**config.mk**
```make
export PLATFORM = sky130hd
export DESIGN_NAME = cmd_sequencer_flat
export DESIGN_NICKNAME = d
export VERILOG_FILES = /design/src/rtl/cmd_sequencer_if.sv /design/src/rtl/cmd_sequencer.sv /design/src/flat_wrapper.sv
export SDC_FILE = /design/constraint.sdc
export NUM_CORES = 1
export LEC_CHECK = 0
export CAP_MARGIN = 0
export CORE_ASPECT_RATIO = 0.9
export CORE_MARGIN = 2
export CORE_UTILIZATION = 57
export CTS_BUF_LIST = sky130_fd_sc_hd__clkbuf_16
export CTS_CLUSTER_SIZE = 12
export DETAILED_ROUTE_END_ITERATION = 7
export PLACE_DENSITY = 0.88
export SYNTH_ARGS = -nofsm -noshare
export SYNTH_HDL_FRONTEND = slang
export SYNTH_SLANG_ARGS = --single-unit
```
**constraint.sdc**
```tcl
create_clock -name clk -period 2.7 [get_ports clk]
set_clock_uncertainty 0.2 [all_clocks]
set_input_delay 0.54 -clock clk [delete_from_list [all_inputs] [get_ports clk]]
set_output_delay 0.54 -clock clk [all_outputs]
set_load 0.05 [all_outputs]
```
**src/rtl/cmd_sequencer_if.sv**
```systemverilog
// FIFO read handshake between the command sequencer and its upstream byte FIFO.
// The sequencer issues single-cycle read strobes; the FIFO returns the byte
// one cycle after each strobe.
interface cmd_sequencer_if;
    logic       fifo_empty;
    logic [7:0] fifo_dout;
    logic       fifo_rd;

    // Sequencer side: watches the flag and data, drives the read strobe.
    modport master (
        input  fifo_empty,
        input  fifo_dout,
        output fifo_rd
    );

    // FIFO side: supplies the flag and data, receives the read strobe.
    modport slave (
        output fifo_empty,
        output fifo_dout,
        input  fifo_rd
    );
endinterface : cmd_sequencer_if

```
**src/rtl/cmd_sequencer.sv**
```systemverilog
// Keyboard-style command sequencer. It pulls one byte at a time from an
// upstream FIFO and decodes w/a/s/d (move, with wrap-around) and r
// (recenter), case-insensitively. Unknown bytes raise a one-cycle err pulse.
// After every accepted move a cooldown of HOLDOFF cycles blocks further reads.
module cmd_sequencer #(
    parameter int X_MAX   = 4,
    parameter int Y_MAX   = 4,
    parameter int X_INIT  = 2,
    parameter int Y_INIT  = 4,
    parameter int HOLDOFF = 16
) (
    input  logic              clk,
    input  logic              reset,
    input  logic              enable,
    cmd_sequencer_if.master   fifo,
    output logic [7:0]        x,
    output logic [7:0]        y,
    output logic              move,
    output logic              err,
    output logic [7:0]        last_key,
    output logic              busy
);

    // A zero-cycle holdoff still needs a legal (1-bit) counter.
    localparam int CNT_W = (HOLDOFF > 0) ? $clog2(HOLDOFF + 1) : 1;

    localparam logic [7:0] X_MAX_B  = 8'(X_MAX);
    localparam logic [7:0] Y_MAX_B  = 8'(Y_MAX);
    localparam logic [7:0] X_INIT_B = 8'(X_INIT);
    localparam logic [7:0] Y_INIT_B = 8'(Y_INIT);

    localparam logic [7:0] KEY_W = 8'h77;
    localparam logic [7:0] KEY_S = 8'h73;
    localparam logic [7:0] KEY_A = 8'h61;
    localparam logic [7:0] KEY_D = 8'h64;
    localparam logic [7:0] KEY_R = 8'h72;

    typedef enum logic [1:0] {
        ST_IDLE,
        ST_WAIT,
        ST_EXEC,
        ST_HOLD
    } state_t;

    state_t             state_q, state_d;
    logic [7:0]         x_q, x_d;
    logic [7:0]         y_q, y_d;
    logic [7:0]         last_key_q, last_key_d;
    logic               move_q, move_d;
    logic               err_q, err_d;
    logic [CNT_W-1:0]   cnt_q, cnt_d;
    logic [7:0]         key_ci;
    logic               key_hit;
    logic [1:0]         rst_sync_q;
    logic               rst_n;

    // Reset synchroniser: assertion reaches the logic at once, release is aligned to clk.
    always_ff @(posedge clk or negedge reset) begin
        // NOTE: sequential state always uses non-blocking assignments so every flop samples pre-edge values.
        if (!reset) begin
            rst_sync_q <= 2'b00;
        end else begin
            rst_sync_q <= {rst_sync_q[0], 1'b1};
        end
    end

    assign rst_n = rst_sync_q[1];

    // State, coordinate, key and pulse registers.
    always_ff @(posedge clk or negedge rst_n) begin
        if (!rst_n) begin
            state_q    <= ST_IDLE;
            x_q        <= X_INIT_B;
            y_q        <= Y_INIT_B;
            last_key_q <= 8'h00;
            move_q     <= 1'b0;
            err_q      <= 1'b0;
            cnt_q      <= '0;
        end else begin
            state_q    <= state_d;
            x_q        <= x_d;
            y_q        <= y_d;
            last_key_q <= last_key_d;
            move_q     <= move_d;
            err_q      <= err_d;
            cnt_q      <= cnt_d;
        end
    end

    // Next-state logic: read strobe, key capture, decode and holdoff countdown.
    always_comb begin
        // NOTE: every output of this block gets a default first, so no path can infer a latch.
        state_d      = state_q;
        x_d          = x_q;
        y_d          = y_q;
        last_key_d   = last_key_q;
        move_d       = 1'b0;
        err_d        = 1'b0;
        cnt_d        = cnt_q;
        fifo.fifo_rd = 1'b0;
        key_hit      = 1'b0;
        key_ci       = last_key_q | 8'h20;   // fold upper case onto lower case

        unique case (state_q)
            ST_IDLE: begin
                if (enable && !fifo.fifo_empty) begin
                    fifo.fifo_rd = 1'b1;
                    state_d      = ST_WAIT;
                end
            end

            ST_WAIT: begin
                last_key_d = fifo.fifo_dout;
                state_d    = ST_EXEC;
            end

            ST_EXEC: begin
                key_hit = 1'b1;
                case (key_ci)
                    KEY_W:   y_d = (y_q == 8'd0)    ? Y_MAX_B : y_q - 8'd1;
                    KEY_S:   y_d = (y_q == Y_MAX_B) ? 8'd0    : y_q + 8'd1;
                    KEY_A:   x_d = (x_q == 8'd0)    ? X_MAX_B : x_q - 8'd1;
                    KEY_D:   x_d = (x_q == X_MAX_B) ? 8'd0    : x_q + 8'd1;
                    KEY_R: begin
                        x_d = X_INIT_B;
                        y_d = Y_INIT_B;
                    end
                    default: key_hit = 1'b0;
                endcase

                if (key_hit) begin
                    move_d = 1'b1;
                    if (HOLDOFF == 0) begin
                        state_d = ST_IDLE;
                    end else begin
                        state_d = ST_HOLD;
                        cnt_d   = CNT_W'(HOLDOFF);
                    end
                end else begin
                    err_d   = 1'b1;
                    state_d = ST_IDLE;
                end
            end

            ST_HOLD: begin
                // The cycle that sees a count of 1 is the last holdoff cycle.
                if (cnt_q <= CNT_W'(1)) begin
                    state_d = ST_IDLE;
                    cnt_d   = '0;
                end else begin
                    cnt_d = cnt_q - CNT_W'(1);
                end
            end

            default: state_d = ST_IDLE;
        endcase
    end

    assign x        = x_q;
    assign y        = y_q;
    assign move     = move_q;
    assign err      = err_q;
    assign last_key = last_key_q;
    assign busy     = (state_q != ST_IDLE);

endmodule : cmd_sequencer

```
**src/flat_wrapper.sv**
```systemverilog
// flat-port wrapper written by rule: the top's interface ports become plain ports
module cmd_sequencer_flat 
#(
    parameter int X_MAX   = 4,
    parameter int Y_MAX   = 4,
    parameter int X_INIT  = 2,
    parameter int Y_INIT  = 4,
    parameter int HOLDOFF = 16
)
  (clk, reset, enable, x, y, move, err, last_key, busy, fifo_fifo_empty, fifo_fifo_dout, fifo_fifo_rd);
  cmd_sequencer_if fifo_i ();
  input  logic clk;
  input  logic reset;
  input  logic enable;
  output logic [7:0] x;
  output logic [7:0] y;
  output logic move;
  output logic err;
  output logic [7:0] last_key;
  output logic busy;
  input wire logic [$bits(fifo_i.fifo_empty)-1:0] fifo_fifo_empty;
  input wire logic [$bits(fifo_i.fifo_dout)-1:0] fifo_fifo_dout;
  output wire logic [$bits(fifo_i.fifo_rd)-1:0] fifo_fifo_rd;
  assign fifo_i.fifo_empty = fifo_fifo_empty;
  assign fifo_i.fifo_dout = fifo_fifo_dout;
  assign fifo_fifo_rd = fifo_i.fifo_rd;
  cmd_sequencer #(.X_MAX(X_MAX), .Y_MAX(Y_MAX), .X_INIT(X_INIT), .Y_INIT(Y_INIT), .HOLDOFF(HOLDOFF)) u_core (.clk(clk), .reset(reset), .enable(enable), .fifo(fifo_i), .x(x), .y(y), .move(move), .err(err), .last_key(last_key), .busy(busy));
endmodule
```
==> results.tsv <==
stage	metric	value	unit
outcome	status	finished clean	
timing	worst_pin_slew	758	ps
floorplan	core-area	3730	µm²
floorplan	dieArea	4430	µm²
run	max-cap-violations	0	
floorplan	row_count	21	
synth	synth-main-ff-cell	dfrtp_1	
placement	portBuffers	39	
floorplan	start_util	0.598	
global_route	grt_max_degree	34	
timing	rsz0062_at_grt	no	
synth	synthTopCellsByCount	dfrtp_1 (33), nor2_1 (17), a21oi_1 (15)	
worst_setup_path	crit_buf_inv	1	
routing	wire_per_inst	17.7	µm
routing	topRoutingLayerUsed	met4	
global_route	grt_use_total	0.275	
synth	synthCells	239	
clocking	cts-root-buf	clkbuf_16	
floorplan	io_pins	40	
synth	synthTopCellsByArea	dfrtp_1 (37%), ha_1 (3.9%), mux2_2 (3.5%), a21oi_1 (3.4%), nor2_1 (2.9%)	
layout	syn2layout_area_growth	29.2	%
pwr	power.density	1000	nW/µm²
timing	finalHoldViolations	0	
floorplan	die_w	69.9	µm
worst_setup_path	cp_cell_sequence	clkdlybuf4s50_1	
synth	synth-edff-count	0	
timing	finalCritPeriodShare	0.936	
pwr	peakVddDrop	876	µV
worst_hold_path	hold_class	reg2async	
worst_setup_path	cp_slowest_stage_delay	850	ps
worst_setup_path	start_kind	flip-flop	
layout	nets	300	
synth	synth_top_area_share	0.370	
global_route	grt_pass1_vias	2071	
timing	maxSlewViolCount	0	
clocking	cts-htree-levels	2	
synth	synth.distinct_cells	66	
floorplan	die-height	63.3	µm
clocking	cts_tree	yes	
routing	via_per_inst	6.57	
routing	dr.first_iter.drc_count	200	
synth	synth.most_common_cell	dfrtp_1	
routing	wl_met2	2.76	mm
timing	tns	0	ps
routing	routed-wl-met3	448	µm
timing	max_freq	396	MHz
worst_setup_path	path_class	reg2out	
clocking	insertion_delay	280	ps
synth	ys_ff_latch	35	
timing	relSlewSlack	0.493	
synth	syn_nets	258	
clocking	path_clk_slew	50	ps
worst_setup_path	critical_path_arrival	1790	ps
clocking	cts_hold_buffers	0	
synth	yosysTopAreaCell	dfrtp_1	
layout	num_antenna_cells	0	
clocking	cts_buffer_depth	2	
synth	synth_area	2230	µm²
routing	firstDrtPassIters	6	
clocking	cts.sinks	35	
routing	postRouteAntennaNets	0	
timing	min_period	2530	ps
global_route	antenna_found_initial	0	
synth	seq_area_frac_synth	0.394	
worst_setup_path	critPathCaptureType	output port	
worst_setup_path	worstPathMaxFanout	12	
routing	drt-met1-wl	2.51	mm
routing	routed_wl	5.81	mm
clocking	cts-resized-gates	0	
global_route	overflow	0	
layout	fillerInstances	264	
worst_setup_path	slowest_stage	clkdlybuf4s50_1	
synth	postSynthAreaPerCell	9.33	µm²
worst_setup_path	crit_required	1960	ps
clocking	cts_setup_buffers	0	
synth	async_reset_ff_frac	1.00	
pwr	finalPower	0.00289	W
routing	num_vias	2155	
pwr	p_leak	1.14	nW
worst_setup_path	cp_top_family	buffers and inverters	
routing	drc	0	
synth	yosysWarningCount	0	
layout	final_layout_size_suffix_gt1_frac	0.138	
global_route	grt_pass1_wl	9.71	mm
placement	gp_congestion	0.894	
timing	setup_viol	0	
layout	fin_util	0.772	
placement	hpwlAfterDp	3.89	mm
clocking	cts_buffers	5	
==> through the flow <==
| stage | hold slack [ps] | instances | setup slack (ps) | area [µm²] |
|---|---|---|---|---|
| after global placement | 78.3 | 320 | 493 | 2690 |
| after global routing | 143 | 328 | 117 | 2880 |
| after detailed placement | 78.6 | 320 | 469 | 2690 |
| after CTS | 87.1 | 328 | 174 | 2880 |
| final | 68.1 | 328 | 172 | 2880 |
| after floorplan | 44.4 | 239 | 305 | 2230 |
==> registers in the layout, indices dropped and copies added, names as in the netlist <==
signal,flops
u_core.cnt_q,5
u_core.err,1
u_core.last_key,8
u_core.move,1
u_core.rst_sync_q,2
u_core.state_q,2
u_core.x,8
u_core.y,8
==> cells in the final DEF, fill, tap and decap left out, types with 3 or more instances in the layout <==
cell type and count:
clkdlybuf4s50_1 38, dfrtp_1 33, nor2_1 17, a21oi_1 15, inv_1 14, nand2_1 12
nor3_1 12, o21ai_0 11, nand3_1 8, mux2_2 7, ha_1 7, o211ai_1 6
and2_1 5, clkbuf_16 5, nand2b_1 4, and3_1 4, buf_4 4, a22oi_1 3
or2_2 3, o311ai_0 3, nand4_1 3, a31oi_1 3
==> metal layers <==
metal  GRT usage  up-vias
met3      0.0704       14
met1       0.367     1046
met5           0        -
met4      0.0721        0
met2       0.448      112
li1            -      983
==> logic make-up (layout without fill, tap and decap cells) <==
| logic type | count (synthesis) | in the layout | synth area share |
|---|---|---|---|
| other | 1 | 1 | 0.00168 |
| XOR/XNOR | 1 | 1 | 0.00393 |
| flip-flops | 35 | 35 | 0.394 |
| adder cells (fa/ha/maj) | 7 | 7 | 0.0393 |
| AND/OR/NAND/NOR | 94 | 94 | 0.250 |
| multiplexers | 8 | 8 | 0.0398 |
| buffers and inverters | 22 | 65 | 0.0387 |
| AO/OA/AOI/OAI | 71 | 71 | 0.233 |
==> layout make-up <==
cell class / count / area [µm²] / share of cell area
Multi-Input combinational cell: 182 / 1270 / 0.441
Tap cell: 46 / 57.6 / 0.0200
Inverter: 14 / 52.6 / 0.0182
Timing Repair Buffer: 43 / 430 / 0.149
Clock inverter: 3 / 67.6 / 0.0234
Clock buffer: 5 / 125 / 0.0434
Sequential cell: 35 / 878 / 0.305
==> final timing paths <==
check / slack (ps) / startpoint / cells after the start / endpoint
worst min register to register: 70 / u_core.rst_sync_q[1] / 1 / u_core.y[6]
max in group asynchronous: 1910 / u_core.rst_sync_q[1] / 1 / u_core.x[1]
worst max register to register: 400 / u_core.last_key[3] / 5 / u_core.y[4]
worst min-delay path: 70 / u_core.rst_sync_q[1] / 1 / u_core.y[6]
worst max-delay path: 170 / u_core.y[2] / 1 / y[2]
min in group clk: 170 / u_core.rst_sync_q[0] / 0 / u_core.rst_sync_q[1]
==> worst register-to-register path, cell delays in order, from the launching register on <==
cell	delay, ps
dfrtp_1	420
or3b_2	500
nor2_1	410
nor2_1	230
a22o_1	240
a22o_1	170
==> report_power, final <==
part           leakage (nW)  internal (W)  total [W]  switching (W)
Clock                0.0900      0.000528   0.000743       0.000215
Sequential            0.428      0.000675   0.000883       0.000208
Combinational         0.619      0.000471    0.00126       0.000789
Power figures use the tool's default switching activity.
